File: config.mk
export PLATFORM = sky130hd
export DESIGN_NAME = multdiv_ctrl
export DESIGN_NICKNAME = d
export VERILOG_FILES = /design/src/rtl/multdiv_ctrl.sv
export SDC_FILE = /design/constraint.sdc
export NUM_CORES = 1
export LEC_CHECK = 0
export ABC_CLOCK_PERIOD_IN_PS = 7300
export CORE_ASPECT_RATIO = 0.6
export CORE_UTILIZATION = 49
export DETAILED_ROUTE_END_ITERATION = 6
export GPL_TIMING_DRIVEN = 0
export MAX_ROUTING_LAYER = met4
export PLACE_DENSITY = 0.75
export SYNTH_ARGS = -nofsm -noshare
export SYNTH_HDL_FRONTEND = slang
export SYNTH_SLANG_ARGS = --single-unit
File: constraint.sdc
create_clock -name clock -period 7.3 [get_ports clock]
set_input_delay 1.46 -clock clock [delete_from_list [all_inputs] [get_ports clock]]
set_output_delay 1.46 -clock clock [all_outputs]
set_load 0.01 [all_outputs]
File: src/rtl/multdiv_ctrl.sv
// Multicycle signed mul/div sequencer: stalls the pipeline for a fixed 32-step run, then
// presents result/exc/rstatus for one cycle. Define MULTDIV_DIV_EN to include the divider.
module multdiv_ctrl (
  input  logic        clock,
  input  logic        reset,
  input  logic        en,
  input  logic [4:0]  opcode,
  input  logic [4:0]  ALU_op,
  input  logic [31:0] operandA,
  input  logic [31:0] operandB,
  output logic        stall,
  output logic        done,
  output logic [31:0] result,
  output logic        exc,
  output logic [31:0] rstatus
);

  localparam logic [4:0]  OpRtype  = 5'b00000;
  localparam logic [4:0]  AluMul   = 5'b00110;
  localparam logic [31:0] RsMulOvf = 32'd4;
`ifdef MULTDIV_DIV_EN
  localparam logic [4:0]  AluDiv    = 5'b00111;
  localparam logic [31:0] RsDivZero = 32'd5;
`endif

  typedef enum logic [1:0] {StIdle, StRun, StDone} state_e;

  state_e      state_q, state_d;
  logic [4:0]  cnt_q, cnt_d;
  logic [31:0] a_q, a_d;
  logic [31:0] b_q, b_d;
  logic [63:0] acc_q, acc_d;
  logic        neg_q, neg_d;
  logic        done_q, done_d;
  logic        exc_q, exc_d;
  logic [31:0] result_q, result_d;
  logic [31:0] rstatus_q, rstatus_d;

  logic        is_mul, is_div, req;
  logic [31:0] abs_a, abs_b;

  assign is_mul = en && (opcode == OpRtype) && (ALU_op == AluMul);
`ifdef MULTDIV_DIV_EN
  logic op_div_q, op_div_d;
  logic div_zero;
  assign is_div   = en && (opcode == OpRtype) && (ALU_op == AluDiv);
  assign div_zero = is_div && (operandB == 32'd0);
`else
  assign is_div = 1'b0;
`endif
  assign req   = is_mul || is_div;
  assign abs_a = operandA[31] ? -operandA : operandA;
  assign abs_b = operandB[31] ? -operandB : operandB;

  // Multiplier walks b_q MSB-first, so the accumulator shifts left each step.
  logic [63:0] mul_acc, mul_prod;
  logic        mul_ovf;
  assign mul_acc  = (acc_q << 1) + (b_q[31] ? {32'd0, a_q} : 64'd0);
  assign mul_prod = neg_q ? -mul_acc : mul_acc;
  assign mul_ovf  = mul_prod[63:32] != {32{mul_prod[31]}};

`ifdef MULTDIV_DIV_EN
  // Restoring divider: remainder in acc_q[31:0], dividend shifts out of a_q as quotient shifts in.
  logic [32:0] rem_sh, rem_diff;
  logic        q_bit;
  logic [31:0] rem_nxt, quot_nxt, div_res;
  assign rem_sh   = {acc_q[31:0], a_q[31]};
  assign rem_diff = rem_sh - {1'b0, b_q};
  assign q_bit    = ~rem_diff[32];
  assign rem_nxt  = q_bit ? rem_diff[31:0] : rem_sh[31:0];
  assign quot_nxt = {a_q[30:0], q_bit};
  assign div_res  = neg_q ? -quot_nxt : quot_nxt;
`endif

  logic [63:0] step_acc;
  logic [31:0] step_a, step_b, fin_result, fin_rs;
  logic        fin_exc;

  always_comb begin
    step_acc   = mul_acc;
    step_a     = a_q;
    step_b     = b_q << 1;
    fin_result = mul_prod[31:0];
    fin_exc    = mul_ovf;
    fin_rs     = mul_ovf ? RsMulOvf : 32'd0;
`ifdef MULTDIV_DIV_EN
    if (op_div_q) begin
      step_acc   = {32'd0, rem_nxt};
      step_a     = quot_nxt;
      step_b     = b_q;
      fin_result = div_res;
      fin_exc    = 1'b0;
      fin_rs     = 32'd0;
    end
`endif
  end

  always_comb begin
    state_d   = state_q;
    cnt_d     = cnt_q;
    a_d       = a_q;
    b_d       = b_q;
    acc_d     = acc_q;
    neg_d     = neg_q;
    done_d    = 1'b0;
    exc_d     = 1'b0;
    result_d  = 32'd0;
    rstatus_d = 32'd0;
    stall     = 1'b0;
`ifdef MULTDIV_DIV_EN
    op_div_d  = op_div_q;
`endif
    case (state_q)
      StIdle: begin
        if (req) begin
          stall   = 1'b1;
          a_d     = abs_a;
          b_d     = abs_b;
          neg_d   = operandA[31] ^ operandB[31];
          acc_d   = 64'd0;
          cnt_d   = 5'd0;
          state_d = StRun;
`ifdef MULTDIV_DIV_EN
          op_div_d = is_div;
          if (div_zero) begin
            state_d   = StDone;
            done_d    = 1'b1;
            exc_d     = 1'b1;
            rstatus_d = RsDivZero;
          end
`endif
        end
      end
      StRun: begin
        stall = 1'b1;
        cnt_d = cnt_q + 5'd1;
        acc_d = step_acc;
        a_d   = step_a;
        b_d   = step_b;
        if (cnt_q == 5'd31) begin
          state_d   = StDone;
          done_d    = 1'b1;
          result_d  = fin_result;
          exc_d     = fin_exc;
          rstatus_d = fin_rs;
        end
      end
      StDone:  state_d = StIdle;
      default: state_d = StIdle;
    endcase
  end

  always_ff @(posedge clock) begin
    if (reset) begin
      state_q   <= StIdle;
      cnt_q     <= 5'd0;
      a_q       <= 32'd0;
      b_q       <= 32'd0;
      acc_q     <= 64'd0;
      neg_q     <= 1'b0;
      done_q    <= 1'b0;
      exc_q     <= 1'b0;
      result_q  <= 32'd0;
      rstatus_q <= 32'd0;
`ifdef MULTDIV_DIV_EN
      op_div_q  <= 1'b0;
`endif
    end else begin
      state_q   <= state_d;
      cnt_q     <= cnt_d;
      a_q       <= a_d;
      b_q       <= b_d;
      acc_q     <= acc_d;
      neg_q     <= neg_d;
      done_q    <= done_d;
      exc_q     <= exc_d;
      result_q  <= result_d;
      rstatus_q <= rstatus_d;
`ifdef MULTDIV_DIV_EN
      op_div_q  <= op_div_d;
`endif
    end
  end

  assign done    = done_q;
  assign exc     = exc_q;
  assign result  = result_q;
  assign rstatus = rstatus_q;

endmodule

# Word-level counts from Yosys, hierarchy flattened
# Index checks and enable logic that the tools add are counted.
[word_totals] register_bits=201 out_inout_bits=67
[classes] n_addsub=5 n_eq_ne=6 muxes=17 n_bitwise=3 n_reduce_logical=10
[ops] operator="$mux W32" count=4
[ops] operator="$pmux W63 S2" count=1
[ops] operator="$add A64 B32 Y64" count=1
[ops] operator="$mux W64" count=1
[ops] operator="$neg A32 Y32" count=2
[ops] operator="$neg A64 Y64" count=1
[ops] operator="$pmux W32 S2" count=1
[ops] operator="$mux W63" count=1
[ops] operator="$ne A32 B32 Y1" count=1
[ops] operator="$pmux W5 S2" count=1
[ops] operator="$reduce_and A2 Y1" count=3
[ops] operator="$add A5 B1 Y5 const B" count=1
[ops] operator="$eq A5 B3 Y1 const B" count=1
[ops] operator="$eq A5 B5 Y1 const B" count=1
[ops] operator="$logic_not A5 Y1" count=1
[ops] operator="$mux W5" count=1
[ops] operator="$mux W2" count=2
[ops] operator="$ne A2 B2 Y1 const B" count=2
[ops] operator="$pmux W2 S2" count=1
[ops] operator="$mux W3" count=1
[ops] operator="$reduce_or A3 Y1" count=1
[ops] operator="$eq A2 B1 Y1 const B" count=1
[ops] operator="$logic_and A1 B1 Y1" count=2
[ops] operator="$logic_not A2 Y1" count=1
[ops] operator="6 further kinds" count=8

# Longest topological paths before layout
[depth] ltp_word=6 mapped_depth=22 depth_no_buf=18

# Worst setup path before layout
# OpenSTA, ideal clock, no wires.
[synth_timing] path_type="reg2reg" start="register b_q[31]" end="register rstatus_q[2], in the netlist rstatus[2]" setup_ns=0.138 arrival_ns=5.309 required_ns=7.162 setup_slack_ns=1.853 path_stages_with_launch=20 path_buffers=2 period_less_slack_ns=5.447 cell_sequence="dfxtp_1 clkbuf_1 and2_1 ha_1 inv_1 fa_1 nor2b_1 o2111ai_2 a31oi_1 xor2_1 or3_1 or4_1 or3_4 or3_1 buf_6 o41ai_1 xor2_1 or4_1 a2111oi_0 a31oi_1"
[synth_via] elab_chain_len=6
[synth_rtl] element="from (decl)" line_no="31" text="logic [31:0] b_q, b_d;"
[synth_rtl] element="from (signal assigned)" line_no="158" text="b_q <= 32'd0;"
[synth_rtl] element="from (signal assigned)" line_no="172" text="b_q <= b_d;"
[synth_rtl] element="$mux W32 (*)" line_no="58" text="assign mul_acc = (acc_q << 1) + (b_q[31] ? {32'd0, a_q} : 64'd0);"
[synth_rtl] element="$add A64 B32 Y64 (*)" line_no="58"
[synth_rtl] element="$neg A64 Y64" line_no="59" text="assign mul_prod = neg_q ? -mul_acc : mul_acc;"
[synth_rtl] element="$mux W64 (*)" line_no="59"
[synth_rtl] element="$ne A32 B32 Y1 (*)" line_no="60" text="assign mul_ovf = mul_prod[63:32] != {32{mul_prod[31]}};"
[synth_rtl] element="$mux W3 (*)" line_no="85" text="fin_rs = mul_ovf ? RsMulOvf : 32'd0;"
[synth_rtl] element="to (signal assigned)" line_no="178" text="rstatus_q <= rstatus_d;"
[synth_rtl] element="to (decl)" line_no="37" text="logic [31:0] rstatus_q, rstatus_d;"
# Every way passes the cells marked *; elsewhere a longest branch is shown, timed or not.
# A chain may end at the register's enable or synchronous reset.

# Final worst setup path
# Ends and elaborated chain as after synthesis.

==> results.json <==
{
  "syn_area_um2": 12800,
  "finalHoldViolCount": 0,
  "postPlaceCellArea_um2": 14500,
  "cts.sinks": 169,
  "gp_congestion": 1.02,
  "nFillCells": 2434,
  "fin_ws_ps": 360,
  "yosysUniqueCellTypes": 89,
  "synth_seq_cells": 169,
  "gr-usage-all-layers": 0.359,
  "yosysTopAreaCellShare": 0.265,
  "post_drt_wl_per_cell_um": 21.0,
  "start_util": 0.502,
  "cp_top_family": "compound AO/OA/AOI/OAI gates",
  "gr-usage-met3": 0.0799,
  "cp_cell_sequence": "clkbuf_1 -> and2_1 -> ha_1 -> inv_1 -> fa_1 -> nor2b_1 -> o2111ai_2 -> a21oi_1 -> o21ai_0 -> a21o_1 -> a2111oi_0 -> nor3_2 -> nand3_1 -> o31ai_1 -> xnor2_1 -> nand4_1 -> or4_1 -> a221oi_2 -> a31oi_1",
  "syn_inst": 1714,
  "drt_iter0_drc": 1591,
  "async_flop_share": 0,
  "final_cells": 2239,
  "tightest_slew_ps": 1070,
  "cpMaxStageDelayCell": "a2111oi_0",
  "status": "complete, no violations",
  "drc_errors": 0,
  "cts_root_buffer": "clkbuf_16",
  "rsz0062_at_grt": "false",
  "maxCapViolCount": 0,
  "grt_use_met2": 0.497,
  "cp_data_required_time_ps": 7610,
  "maxSlewHeadroom": 0.279,
  "startpoint_type": "flip-flop",
  "areaGrowthSynthToFinish_pct": 18.4,
  "nets": 1988,
  "skew_ps": 15.8,
  "yosysSeqAreaShare": 0.265,
  "synth.area.top_cells": "dfxtp_1 (26%), nor2_1 (6.2%), xor2_1 (5.8%)",
  "endpoint_kind": "flip-flop",
  "routed_wl_um": 47000,
  "grt_pass1_vias": 12300,
  "clockBufferDepth": 2,
  "cts.htree.levels": 4,
  "arrival_ps": 7250,
  "ys_warn_count": 0,
  "vias": 13800,
  "final.setup.tns_ps": 0,
  "clock_latency_ps": 460,
  "cts_made_buffers": 17,
  "switchingPower_mw": 0.490,
  "min_path_type": "reg2reg",
  "routed_via_density": 6.15,
  "drive_gt1_frac": 0.0589,
  "post_cts_buffers": 0,
  "dp.cells": 2207,
  "crit_type": "reg2reg",
  "fp.dieH_um": 127,
  "avgSynthCellArea_um2": 7.46,
  "dp_hpwl_um": 37600,
  "cp_max_fo": 10,
  "slowest_delay_ps": 920,
  "fmax_ghz": 0.144,
  "gr-usage-met1": 0.531,
  "detail-route-antenna-nets": 0,
  "period_needed_ps": 6940,
  "clk_pin_slew_worst_paths_ps": 80,
  "drv_slew": 0,
  "cts_tree": "yes",
  "grt_pass1_wl_um": 71500,
  "switching_share": 0.233,
  "final_cell_area_um2": 15100,
  "grt_max_degree": 17,
  "clkPwrFrac": 0.493,
  "synth_edf_count": 0,
  "p_per_area_nw_per_um2": 139,
  "power.leakage_nw": 5.63,
  "io_pins": 144,
  "combinationalPowerShare": 0.070,
  "antenna_found_initial": 1,
  "period_share": 0.951,
  "setup_viol": 0,
  "portBuffers": 111,
  "synth_top_area_cell": "dfxtp_1",
  "core_area_um2": 25400,
  "dp_slack_ps": 456,
  "num_rows": 45,
  "die_w_um": 211,
  "dr.pass1.iters": 6,
  "timing.critical_path.buf_inv": 2,
  "peakVddDrop_v": 0.000108,
  "synth_top_flop_cell": "dfxtp_1",
  "grt-busiest-layer": "met1",
  "overflow": 0,
  "die_area_um2": 26800,
  "worst_hold_slack_ps": 456,
  "internal_power_mw": 1.62,
  "seqPwrFrac": 0.438
}
routing by layer:
metal	wire length [um]	part of all wire
met2	19200	0.41
met3	4850	0.10
met5	0	0
met1	22400	0.48
met4	513	0.011
logic make-up after synthesis:
group | Yosys count | synth area share
AND/OR/NAND/NOR | 705 | 0.270
AO/OA/AOI/OAI | 466 | 0.251
flip-flops | 169 | 0.265
other | 1 | 0.000293
adder cells (fa/ha/maj) | 37 | 0.0368
XOR/XNOR | 163 | 0.112
multiplexers | 9 | 0.00714
buffers and inverters | 164 | 0.0591
state kept, by name, indices dropped and copies added, names as in the netlist, 2 cells and up:
register	count
a_q	32
acc_q	63
b_q	32
cnt_q	5
result	32
state_q	2
worst paths after layout:
| kind | end | from | slack [ps] | cells past startpoint |
|---|---|---|---|---|
| worst max-delay path | rstatus[2]$_SDFF_PP0_ | b_q[31]$_SDFFE_PP0P_ | 360 | 19 |
| worst min register to register | a_q[25]$_SDFFE_PP0P_ | a_q[25]$_SDFFE_PP0P_ | 460 | 2 |
| worst max register to register | rstatus[2]$_SDFF_PP0_ | b_q[31]$_SDFFE_PP0P_ | 360 | 19 |
| worst min-delay path | a_q[25]$_SDFFE_PP0P_ | a_q[25]$_SDFFE_PP0P_ | 460 | 2 |
cells in the mapped netlist (5+ instances only):
| master | number |
|---|---|
| o21a_1 | 8 |
| nor2_1 | 212 |
| xnor2_1 | 78 |
| buf_1 | 8 |
| or4_1 | 20 |
| a21o_1 | 10 |
| nand4_1 | 35 |
| o21ai_0 | 66 |
| buf_4 | 33 |
| and3_1 | 23 |
| or2_2 | 9 |
| nor4b_1 | 5 |
| nor3_1 | 29 |
| nor4_1 | 13 |
| nand3b_1 | 5 |
| and4_1 | 11 |
| nor2b_1 | 7 |
| ha_1 | 36 |
| a211o_1 | 5 |
| nand2b_1 | 13 |
| o21ai_1 | 8 |
| a22oi_1 | 45 |
| a2111oi_0 | 7 |
| inv_1 | 23 |
| a221oi_1 | 8 |
| o211ai_1 | 8 |
| clkbuf_1 | 92 |
| mux2i_1 | 8 |
| or3_1 | 30 |
| and2_1 | 40 |
| dfxtp_1 | 169 |
| xor2_1 | 85 |
| o31ai_1 | 32 |
| o2111ai_1 | 5 |
| buf_2 | 7 |
| a211oi_1 | 46 |
| a21oi_1 | 118 |
| a31oi_1 | 25 |
| nand2_1 | 176 |
| o41ai_1 | 20 |
| nand3_1 | 61 |
placed cells by master (no fill, tap or decap), types with 25 or more instances in the layout:
cell / netlist / final
o21ai_0: 66 / 66
nor2_1: 212 / 212
xor2_1: 85 / 85
o31ai_1: 32 / 32
a31oi_1: 25 / 25
ha_1: 36 / 36
and2_1: 40 / 40
dfxtp_1: 169 / 169
nand4_1: 35 / 35
a211oi_1: 46 / 46
or3_1: 30 / 30
a22oi_1: 45 / 45
conb_1: 1 / 31
nand3_1: 61 / 61
clkbuf_1: 92 / 93
clkdlybuf4s50_1: 0 / 111
xnor2_1: 78 / 78
nand2_1: 176 / 176
nor3_1: 29 / 27
buf_4: 33 / 33
a21oi_1: 118 / 117
per-stage QoR:
stage / util / total power [mW]
floorplan: - / 1.02
global placement: 0.568 / 1.08
detailed placement: 0.568 / 1.09
CTS: 0.594 / 2.10
global route: 0.595 / 2.16
finish: 0.595 / 2.11
power by group through the flow:
stage          Sequential, mW  Clock (mW)  Combinational, mW
2_1_floorplan           0.943           0             0.0743
3_3_place_gp            0.943           0              0.142
3_5_place_dp            0.943           0              0.144
4_1_cts                 0.922        1.04              0.145
5_1_grt                 0.921        1.08              0.158
6_report                0.922        1.04              0.146
timing repair:
action,CTS,global route
gates resized for setup,0,5
endpoints found under the hold margin,0,0
setup endpoints to repair,0,1
hold buffers,0,0
final cells by class:
class,count,area (um2),share of cell area
diodes,1,2.50,0.000165
plain buffers,141,669,0.0442
clock buffers,19,443,0.0293
clock inverters,12,211,0.0140
inverters,23,86.3,0.00570
multi-input cells,1411,8790,0.581
flip-flops and latches,169,3380,0.224
well taps,352,440,0.0291
repair buffers,111,1110,0.0734
worst reg2reg max path: stages, from the launching register on:
cell and delay [ps]:
dfxtp_1 490, clkbuf_1 340, and2_1 190, ha_1 220, inv_1 70, fa_1 420
nor2b_1 330, o2111ai_2 250, a21oi_1 430, o21ai_0 350, a21o_1 390, a2111oi_0 930
nor3_2 240, nand3_1 420, o31ai_1 150, xnor2_1 520, nand4_1 170, or4_1 510
a221oi_2 280, a31oi_1 110
Power figures use the tool's default switching activity.
